[src/rtl/imul_result_accum_if.sv]
// imul_result_accum_if: config, product and sum val/rdy streams of the batch accumulator.
interface imul_result_accum_if #(
   parameter int p_nbits     = 32,
   parameter int p_len_nbits = 16
);
   logic                   cfg_val;
   logic                   cfg_rdy;
   logic [p_len_nbits-1:0] cfg_msg;
   logic                   istream_val;
   logic                   istream_rdy;
   logic [p_nbits-1:0]     istream_msg;
   logic                   ostream_val;
   logic                   ostream_rdy;
   logic [p_nbits-1:0]     ostream_msg;

   modport master (
      output cfg_val, cfg_msg, istream_val, istream_msg, ostream_rdy,
      input  cfg_rdy, istream_rdy, ostream_val, ostream_msg
   );

   modport slave (
      input  cfg_val, cfg_msg, istream_val, istream_msg, ostream_rdy,
      output cfg_rdy, istream_rdy, ostream_val, ostream_msg
   );
endinterface

[src/rtl/imul_result_accum.sv]
// imul_result_accum: sums a configured number of consecutive products and emits one total per batch.
module imul_result_accum #(
   parameter int p_nbits     = 32,
   parameter int p_len_nbits = 16
) (
   input logic clk,
   input logic reset,
   imul_result_accum_if.slave bus
);
   typedef enum logic [1:0] {IDLE, ACCUM, DONE} state_t;

   state_t                 state, state_n;
   logic [p_len_nbits-1:0] count, count_n;
   logic [p_nbits-1:0]     sum, sum_n;

   always_ff @(posedge clk or negedge reset) begin
      if (!reset) begin
         state <= IDLE;
         count <= '0;
         sum   <= '0;
      end else begin
         state <= state_n;
         count <= count_n;
         sum   <= sum_n;
      end
   end

   always_comb begin
      state_n = state;
      count_n = count;
      sum_n   = sum;
      case (state)
         IDLE: if (bus.cfg_val) begin
            sum_n   = '0;
            count_n = bus.cfg_msg;
            state_n = (bus.cfg_msg != '0) ? ACCUM : DONE;
         end
         ACCUM: if (bus.istream_val) begin
            sum_n   = sum + bus.istream_msg;
            count_n = count - 1'b1;
            state_n = (count == 1) ? DONE : ACCUM;
         end
         DONE: if (bus.ostream_rdy) state_n = IDLE;
         default: state_n = IDLE;
      endcase
   end

   // handshake outputs come from state alone so no val->rdy combinational path exists
   assign bus.cfg_rdy     = (state == IDLE);
   assign bus.istream_rdy = (state == ACCUM);
   assign bus.ostream_val = (state == DONE);
   assign bus.ostream_msg = sum;
endmodule
[src/flat_wrapper.sv]
// flat-port wrapper written by rule: the top's interface ports become plain ports
module imul_result_accum_flat 
#(
   parameter int p_nbits     = 32,
   parameter int p_len_nbits = 16
)
  (clk, reset, bus_cfg_val, bus_cfg_msg, bus_istream_val, bus_istream_msg, bus_ostream_rdy, bus_cfg_rdy, bus_istream_rdy, bus_ostream_val, bus_ostream_msg);
  imul_result_accum_if #(.p_nbits(p_nbits), .p_len_nbits(p_len_nbits)) bus_i ();
  input logic clk;
  input logic reset;
  input wire logic [$bits(bus_i.cfg_val)-1:0] bus_cfg_val;
  input wire logic [$bits(bus_i.cfg_msg)-1:0] bus_cfg_msg;
  input wire logic [$bits(bus_i.istream_val)-1:0] bus_istream_val;
  input wire logic [$bits(bus_i.istream_msg)-1:0] bus_istream_msg;
  input wire logic [$bits(bus_i.ostream_rdy)-1:0] bus_ostream_rdy;
  output wire logic [$bits(bus_i.cfg_rdy)-1:0] bus_cfg_rdy;
  output wire logic [$bits(bus_i.istream_rdy)-1:0] bus_istream_rdy;
  output wire logic [$bits(bus_i.ostream_val)-1:0] bus_ostream_val;
  output wire logic [$bits(bus_i.ostream_msg)-1:0] bus_ostream_msg;
  assign bus_i.cfg_val = bus_cfg_val;
  assign bus_i.cfg_msg = bus_cfg_msg;
  assign bus_i.istream_val = bus_istream_val;
  assign bus_i.istream_msg = bus_istream_msg;
  assign bus_i.ostream_rdy = bus_ostream_rdy;
  assign bus_cfg_rdy = bus_i.cfg_rdy;
  assign bus_istream_rdy = bus_i.istream_rdy;
  assign bus_ostream_val = bus_i.ostream_val;
  assign bus_ostream_msg = bus_i.ostream_msg;
  imul_result_accum #(.p_nbits(p_nbits), .p_len_nbits(p_len_nbits)) u_core (.clk(clk), .reset(reset), .bus(bus_i));
endmodule
[config.mk]
export PLATFORM = sky130hd
export DESIGN_NAME = imul_result_accum_flat
export DESIGN_NICKNAME = d
export VERILOG_FILES = /design/src/rtl/imul_result_accum_if.sv /design/src/rtl/imul_result_accum.sv /design/src/flat_wrapper.sv
export SDC_FILE = /design/constraint.sdc
export NUM_CORES = 1
export LEC_CHECK = 0
export BUFFER_PORTS_ARGS = -buffer_cell sky130_fd_sc_hd__buf_4
export CELL_PAD_IN_SITES_DETAIL_PLACEMENT = 0
export CELL_PAD_IN_SITES_GLOBAL_PLACEMENT = 1
export CORE_MARGIN = 2
export CORE_UTILIZATION = 40
export CTS_BUF_LIST = sky130_fd_sc_hd__clkbuf_16
export DETAILED_ROUTE_END_ITERATION = 8
export PLACE_DENSITY = 0.91
export SYNTH_ARGS = -nofsm -noshare
export SYNTH_HDL_FRONTEND = slang
export SYNTH_SLANG_ARGS = --single-unit
[constraint.sdc]
create_clock -name clk -period 5.15 [get_ports clk]
set_clock_uncertainty 0.15 [all_clocks]
set_input_delay 1.545 -clock clk [delete_from_list [all_inputs] [get_ports clk]]
set_output_delay 1.545 -clock clk [all_outputs]
set_load 0.01 [all_outputs]
======== Word-level counts from Yosys, hierarchy flattened ========
Cells that the tools add are included.
cells by class
  add/sub/neg operators ................... 2
  equal/unequal tests ..................... 6
  muxes and demuxes ....................... 12
  reduce and logical (&&, ||, !) cells .... 5
operators by type and width
  cell                                                   count
  two-way mux 32 bit                                     2
  case mux 32 bit (2 select lines)                       1
  adder 32 bit                                           1
  two-way mux 16 bit                                     2
  case mux 16 bit (2 select lines)                       1
  equality test 16 x 1 -> 1 bit (second input constant)  1
  nonzero test 16 bit                                    1
  subtractor 16 x 1 -> 16 bit (second input constant)    1
  two-way mux 2 bit                                      5
  inequality test 2 bit (second input constant)          3
  case mux 2 bit (3 select lines)                        1
  AND reduction 3 bit                                    2
  equality test 2 x 1 -> 1 bit (second input constant)   1
  equality test 2 bit (second input constant)            1
  logical NOT 2 bit                                      1
  nonzero test 2 bit                                     1
word-level totals
  register bits ........................... 50
  input bits .............................. 53
  output and inout bits ................... 35
  word-level logic and storage cells ...... 28

======== Depth between registers and ports, before layout ========
Gate-level depths: netlist of run 1.
  depth after elaboration ................. 4
  depth in mapped cells ................... 11
  gate-level depth less buffers ........... 11

======== Worst setup path before layout of run 1 ========
OpenSTA, ideal clock, no wires.
  kind .................................... input to register
  from .................................... in bus_istream_msg[0]
  to ...................................... reg u_core.sum[30], in the netlist u_core.bus.ostream_msg[30]
  library setup time ...................... 0.122 ns
  arrival ................................. 3.721 ns
  required time ........................... 4.878 ns
  slack ................................... 1.157 ns
  cell stages on the path ................. 11
  path buffers ............................ 0
  cells stage by stage .................... ha_1 inv_1 fa_1 nor2b_1 o21a_1 o21a_1 o21ai_0 a211oi_1 o211ai_1 a31o_2 a32o_1
between the ends
  word-level cells in the longest chain between the ends .. 3
RTL lines
  element                           line                     text
  from (decl)                       flat_wrapper.sv:14       input wire logic [$bits(bus_i.istream_msg)-1:0] bus_istream_msg;
  adder 32 bit                      imul_result_accum.sv:39  sum_n = sum + bus.istream_msg;
  two-way mux 32 bit                imul_result_accum.sv:38  ACCUM: if (bus.istream_val) begin
  case mux 32 bit (2 select lines)  imul_result_accum.sv:32  case (state)
  to (signal assigned)              imul_result_accum.sv:24  sum <= sum_n;
  to (decl)                         imul_result_accum.sv:14  logic [p_nbits-1:0] sum, sum_n;
No other way between the ends. The select of a mux whose other input is x is not followed.
A chain may end at the register's enable or synchronous reset.

======== Worst setup path in the final report of run 1 ========
Same ends and word-level chain as after synthesis.

==> key figures, run 1 <==
Detailed routing
  – Vias per std cell: 5.821
  – Drt wl/cell: 16.07 um
  – 1st-iter DRT viols: 199
  – DRC viols: 0
  – ANT nets after route: 0
  – DR pass1 iterations: 4
  – WL final: 10940 um
  – Via count: 3964

Power
  – Clock share of power: 12.8%
  – Leakage: 2.275 nW
  – PD cells: 551.5 mW/mm^2
  – P_sw: 1.183 mW
  – Combinational share of power: 60.5%
  – Peak supply drop: 0.0002650 V
  – Sw Share: 44.13%
  – Seq pwr share: 26.8%
  – Internal: 1.498 mW

Clock tree
  – Bufs on Longest Clock Path: 2
  – Clock Tree Root: clkbuf_16
  – TritonCTS clock tree: yes
  – Clk_lat worst skew: 290 ps
  – Hold_buf cts: 0
  – Resize count post-CTS: 0
  – H-tree levels: 2
  – Clock sink total: 50
  – Setup bufs post-CTS: 0
  – CTS clk-pin slew, worst paths: 70 ps
  – Clock buffer count from CTS: 5

Setup path
  – Critical path type: in2reg
  – Worst R2R Setup Slack: 1770 ps
  – CP max FO: 4
  – Worst Path Required: 5180 ps
  – Worst Setup Start Kind: primary input
  – CP Data Arrival Time: 4280 ps
  – Crit end category: flop

Floorplan
  – Boundary Pins: 88
  – Core area: 0.009729 sq mm
  – Die extent in x: 103.9 um
  – Die height: 103.9 um
  – Die footprint: 0.01079 sq mm
  – Initial core utilization: 41.02%
  – Row Count: 36

STA
  – Final hold viol count: 0
  – RSZ-0062 raised after global routing: false
  – Final period util: 82.56%
  – Slew @ Worst Pin: 1070 ps
  – TNS Setup: 0 ps
  – Final setup viols: 0
  – Achievable clock frequency: 0.2352 GHz
  – Worst slew margin: 28.47%
  – Minimum clock period: 4252 ps
  – Max-slew violations: 0

Global route
  – Vias in the first global route: 3787
  – Largest net degree at the start of global routing: 51
  – GRT Total Usage: 19.85%
  – Grt total ovfl: 0
  – Initial antenna violation count: 0
  – First-pass GRT wire length: 18050 um

Finish
  – Reg area: 0.001251 sq mm
  – Commonest non-fill, non-tap cells in the layout: 90 x buf_4, 50 x dfrtp_1, 46 x a21oi_1
  – Synth-to-layout area growth: 21.79%
  – Commonest non-fill, non-tap cell in the layout: buf_4
  – Layout cells sized above 1: 20.80%
  – Fillcell total: 1003
  – Antenna Cells: 0
  – Fin area: 0.004861 sq mm
  – Fin cells: 681
  – Nets: 634
  – Footprint of the multi-input gates: 0.002562 sq mm

Synth
  – Unique masters post-synth: 66
  – Synth area leaders: dfrtp_1 31%, ha_1 10%, a21oi_1 5.8%
  – Mux contribution to synthesized area: 0.2821%
  – Mean Syn Cell Area: 8.438 sq um
  – Synth Area in Adders: 10.85%
  – Post-synth EDFFs: 0
  – Cells after Synth: 473
  – Yosys warns: 0
  – Main combinational cell family by area after synthesis: compound AO/OA/AOI/OAI gates
  – Fraction of the mapped netlist area in simple logic gates: 18.09%
  – Yosys reg bits: 50
  – Register area share after synthesis: 31.35%
  – Post-synth ARST share: 100.0%
  – Post-synth design cell area: 0.003991 sq mm
  – Synth area leader: dfrtp_1
  – Syn_nets: 560
  – Post-Synth XOR/XNOR Area: 3.730%
  – Most used DFF post-synth: dfrtp_1
  – Synth top area share: 31.35%
  – Compound-Gate Fraction of Synth Area: 31.25%

Placed design
  – Port Buffers: 87
  – Post-DP Area: 0.004716 sq mm
  – Placed cell count: 673
  – Global placement routability congestion: 0.8432
  – Dpl hpwl: 8096 um

Hold path
  – Tightest Hold Check Type: reg2reg

Flow run
  – Max-Cap Viols: 0

Run status
  – Status: complete, no violations
==> synth_stat cells (9+ instances only) <==
cell / instances
a21o_1: 27
inv_1: 16
clkbuf_1: 17
dfrtp_1: 50
xnor2_1: 11
nand3_1: 12
nor4_1: 9
ha_1: 33
nand2_1: 44
nor2_1: 34
o21ai_0: 43
a21oi_1: 46
==> routing by layer <==
layer | vias up | GRT usage, % | share of wire [%]
li1 | 1929 | - | -
met1 | 1906 | 27.00 | 46
met2 | 117 | 33.41 | 48
met3 | 12 | 2.945 | 5.0
met4 | 0 | 4.537 | 1.3
met5 | - | 0 | 0
==> sequential cells by signal, summed over array words and instances, names as in the netlist <==
signal / count
u_core.count: 16
u_core.bus.ostream_msg: 32
u_core.state: 2
==> final cells by class <==
| type | count | share of cell area, % |
|---|---|---|
| multi-input cells | 384 | 52.72 |
| inverters | 16 | 1.236 |
| flip-flops and latches | 50 | 25.74 |
| repair buffers | 90 | 13.90 |
| clock inverters | 3 | 0.4118 |
| well taps | 133 | 3.423 |
| clock buffers | 5 | 2.574 |
==> cell families after synthesis <==
group	after synthesis
AOI/OAI and AO/OA	186
adders and majority gates	34
DFF	50
muxes	1
buffers and inverters	39
xor gates and xnor gates	17
and+or+nand+nor	146
==> power by group through the flow <==
stage	sequential (mW)	clock, mW	combinational [mW]
after floorplan	0.745	0	1.10
after global placement	0.720	0	1.57
after detailed placement	0.722	0	1.61
after CTS	0.716	0.350	1.61
after global routing	0.742	0.365	1.80
final	0.717	0.343	1.62
==> worst max-delay path, cell delays in order <==
cell	delay, ps
buf_4	80
ha_1	220
inv_1	80
fa_1	390
nor2b_1	170
o21a_1	150
o21a_1	190
o21ai_0	210
a211oi_1	530
o211ai_1	200
a31o_2	270
a32o_1	240
==> metrics by stage <==
stage | hold slack, ps | power [mW] | utilization (%) | worst slack [ps]
final | 364.1 | 2.681 | 49.96 | 898.3
after global routing | 408.8 | 2.907 | 49.96 | 757.6
after CTS | 368.3 | 2.681 | 49.96 | 950.3
after detailed placement | 353.1 | 2.327 | 48.47 | 695.2
after global placement | 349.9 | 2.288 | 48.47 | 803.9
after floorplan | 356.8 | 1.849 | - | 1157
==> final timing paths <==
check                                                      start                                      to  cells past startpoint
hold reg to reg            u_core.bus.ostream_msg[9]$_DFFE_PN0P_   u_core.bus.ostream_msg[9]$_DFFE_PN0P_                      2
min in group asynchronous                                  reset  u_core.bus.ostream_msg[18]$_DFFE_PN0P_                      1
setup reg to reg                     u_core.state[0]$_DFFE_PN0P_  u_core.bus.ostream_msg[31]$_DFFE_PN0P_                      6
hold / removal             u_core.bus.ostream_msg[9]$_DFFE_PN0P_   u_core.bus.ostream_msg[9]$_DFFE_PN0P_                      2
max in group asynchronous                                  reset  u_core.bus.ostream_msg[12]$_DFFE_PN0P_                      1
setup / recovery                              bus_istream_msg[0]  u_core.bus.ostream_msg[30]$_DFFE_PN0P_                     12
Note: power is estimated with default switching activity, not from simulation.
==> run 2: changes to the inputs <==
- clock period: 5.15 -> 4.45 ns (I/O delays scaled with it)
==> key figures, run 2 (synthesis gave the netlist of run 1 again) <==
Run status
  – Status: complete, no violations

Setup path
  – CP delay by family, top: compound AO/OA/AOI/OAI gates
  – Crit-path cells: buf_4 -> ha_1 -> inv_1 -> fa_1 -> nor2b_1 -> o21a_1 -> o21a_1 -> o21ai_0 -> a211oi_1 -> o211ai_1 -> a31o_2 -> a32o_1
  – Reg2reg path depth: 11
  – Worst Path Required: 4490 ps
  – Worst Setup Start Kind: primary input
  – Crit end category: flop
  – Top cell by count, worst path: o21a_1
  – Max incr delay on CP: 460 ps
  – CP max FO: 4
  – WP buf/inv: 2
  – Slowest cell on crit path: a211oi_1
  – CP Data Arrival Time: 3970 ps
  – Critical path depth in cells: 12
  – Critical path type: in2reg

Finish
  – Synth-to-layout area growth: 22.41%
  – Largest register FFs: 32
  – Nets: 634
  – Layout cells sized above 1: 20.99%
  – Antenna Cells: 0
  – Commonest non-fill, non-tap cells in the layout: 90 x buf_4, 50 x dfrtp_1, 46 x a21oi_1
  – Commonest non-fill, non-tap cell in the layout: buf_4

Detailed routing
  – WL final: 10960 um
  – ANT nets after route: 0
  – Vias per std cell: 5.693
  – DR pass1 iterations: 4
  – Via count: 3877
  – 1st-iter DRT viols: 166
  – DRC viols: 0
  – Drt wl/cell: 16.10 um

STA
  – Hold_ws: 363.8 ps
  – Final period util: 88.53%
  – Final hold viol count: 0
  – RSZ-0062 raised after global routing: false
  – Final setup viols: 0
  – TNS Setup: 0 ps
  – Minimum clock period: 3939 ps
  – Achievable clock frequency: 0.2538 GHz
  – Max-slew violations: 0
  – Slew @ Worst Pin: 850.1 ps
  – Worst slew margin: 43.33%

Power
  – PD cells: 644.9 mW/mm^2
  – Sw Share: 43.21%
  – Seq pwr share: 26.4%
  – Clock share of power: 14.3%
  – Combinational share of power: 59.3%
  – Peak supply drop: 0.0002745 V
  – Leakage: 2.283 nW
  – P_sw: 1.361 mW
  – Internal: 1.790 mW

Hold path
  – Cells on Worst Hold Path: 2
  – Tightest Hold Check Type: reg2reg

Clock tree
  – Setup bufs post-CTS: 0
  – Clock sink total: 50
  – CTS clk-pin slew, worst paths: 70 ps
  – H-tree levels: 2
  – TritonCTS clock tree: yes
  – Bufs on Longest Clock Path: 2
  – Clock buffer count from CTS: 5
  – Resize count post-CTS: 0
  – Clock Tree Root: clkbuf_16
  – Hold_buf cts: 0
  – Clk_lat worst skew: 300 ps

Floorplan
  – Die footprint: 0.01079 sq mm
  – Die height: 103.9 um
  – Die extent in x: 103.9 um
  – Row Count: 36
  – Boundary Pins: 88
  – Core area: 0.009729 sq mm
  – Initial core utilization: 41.02%

Global route
  – GRT Total Usage: 20.37%
  – Grt total ovfl: 0
  – Largest net degree at the start of global routing: 51
  – Initial antenna violation count: 0
  – First-pass GRT wire length: 18390 um
  – Vias in the first global route: 3867

Placed design
  – Global placement routability congestion: 0.8343
  – Dpl hpwl: 8127 um
  – Port Buffers: 87

Flow run
  – Max-Cap Viols: 0
==> run 2: cell count changes in the layout (fill, tap and decap cells not counted), sizes merged <==
| cell | before | now |
|---|---|---|
| clkinv | 1 | 0 |
| clkinvlp | 1 | 2 |
| bufinv | 0 | 1 |
| inv | 17 | 16 |
==> run 2: per-layer routing <==
| metal | GRT usage [%] | routed length, um |
|---|---|---|
| met3 | 3.321 | 425 |
| met1 | 27.70 | 5155 |
| met4 | 5.792 | 136 |
| met5 | 0 | 0 |
| met2 | 33.55 | 5242 |
==> run 2: power groups by stage <==
stage | combinational [mW] | sequential (mW) | clock (mW)
after floorplan | 1.28 | 0.862 | 0
after global placement | 1.82 | 0.833 | 0
after detailed placement | 1.85 | 0.839 | 0
after CTS | 1.87 | 0.832 | 0.463
after global routing | 2.09 | 0.860 | 0.478
final | 1.87 | 0.833 | 0.451
==> run 2: path summary, 6_finish.rpt <==
| check | slack [ps] | startpoint | end |
|---|---|---|---|
| worst max-delay path | 510 | bus_istream_msg[0] | u_core.bus.ostream_msg[30]$_DFFE_PN0P_ |
| min in group asynchronous | 940 | reset | u_core.bus.ostream_msg[17]$_DFFE_PN0P_ |
| worst min register to register | 360 | u_core.bus.ostream_msg[7]$_DFFE_PN0P_ | u_core.bus.ostream_msg[7]$_DFFE_PN0P_ |
| worst min-delay path | 360 | u_core.bus.ostream_msg[7]$_DFFE_PN0P_ | u_core.bus.ostream_msg[7]$_DFFE_PN0P_ |
| worst max register to register | 1230 | u_core.bus.ostream_msg[0]$_DFFE_PN0P_ | u_core.bus.ostream_msg[30]$_DFFE_PN0P_ |
| max in group asynchronous | 2760 | reset | u_core.count[12]$_DFFE_PN0P_ |
==> run 2: area by class of cell <==
cell class	instances	area (sq um)
Fill cell	941	4843
Clock inverter	3	45.04
Clock buffer	5	125.1
Timing Repair Buffer	90	675.6
Sequential cell	50	1251
Inverter	16	60.06
Tap cell	133	166.4
Multi-Input combinational cell	384	2562
==> run 2: metrics by stage <==
| step | power (mW) | utilization [%] | setup WS [ps] | instance area, sq um | instances |
|---|---|---|---|---|---|
| 2_1_floorplan | 2.140 | - | 667.1 | 3991 | 473 |
| 3_3_place_gp | 2.649 | 48.47 | 319.8 | 4716 | 673 |
| 3_5_place_dp | 2.691 | 48.47 | 227.2 | 4716 | 673 |
| 4_1_cts | 3.163 | 50.22 | 517.9 | 4886 | 681 |
| 5_1_grt | 3.426 | 50.22 | 302.7 | 4886 | 681 |
| 6_report | 3.151 | 50.22 | 510.6 | 4886 | 681 |
==> run 2: worst min-delay path: stages, from the launching register on <==
cell     delay [ps]
dfrtp_1         370
nand2_1          50
o21ai_0          60
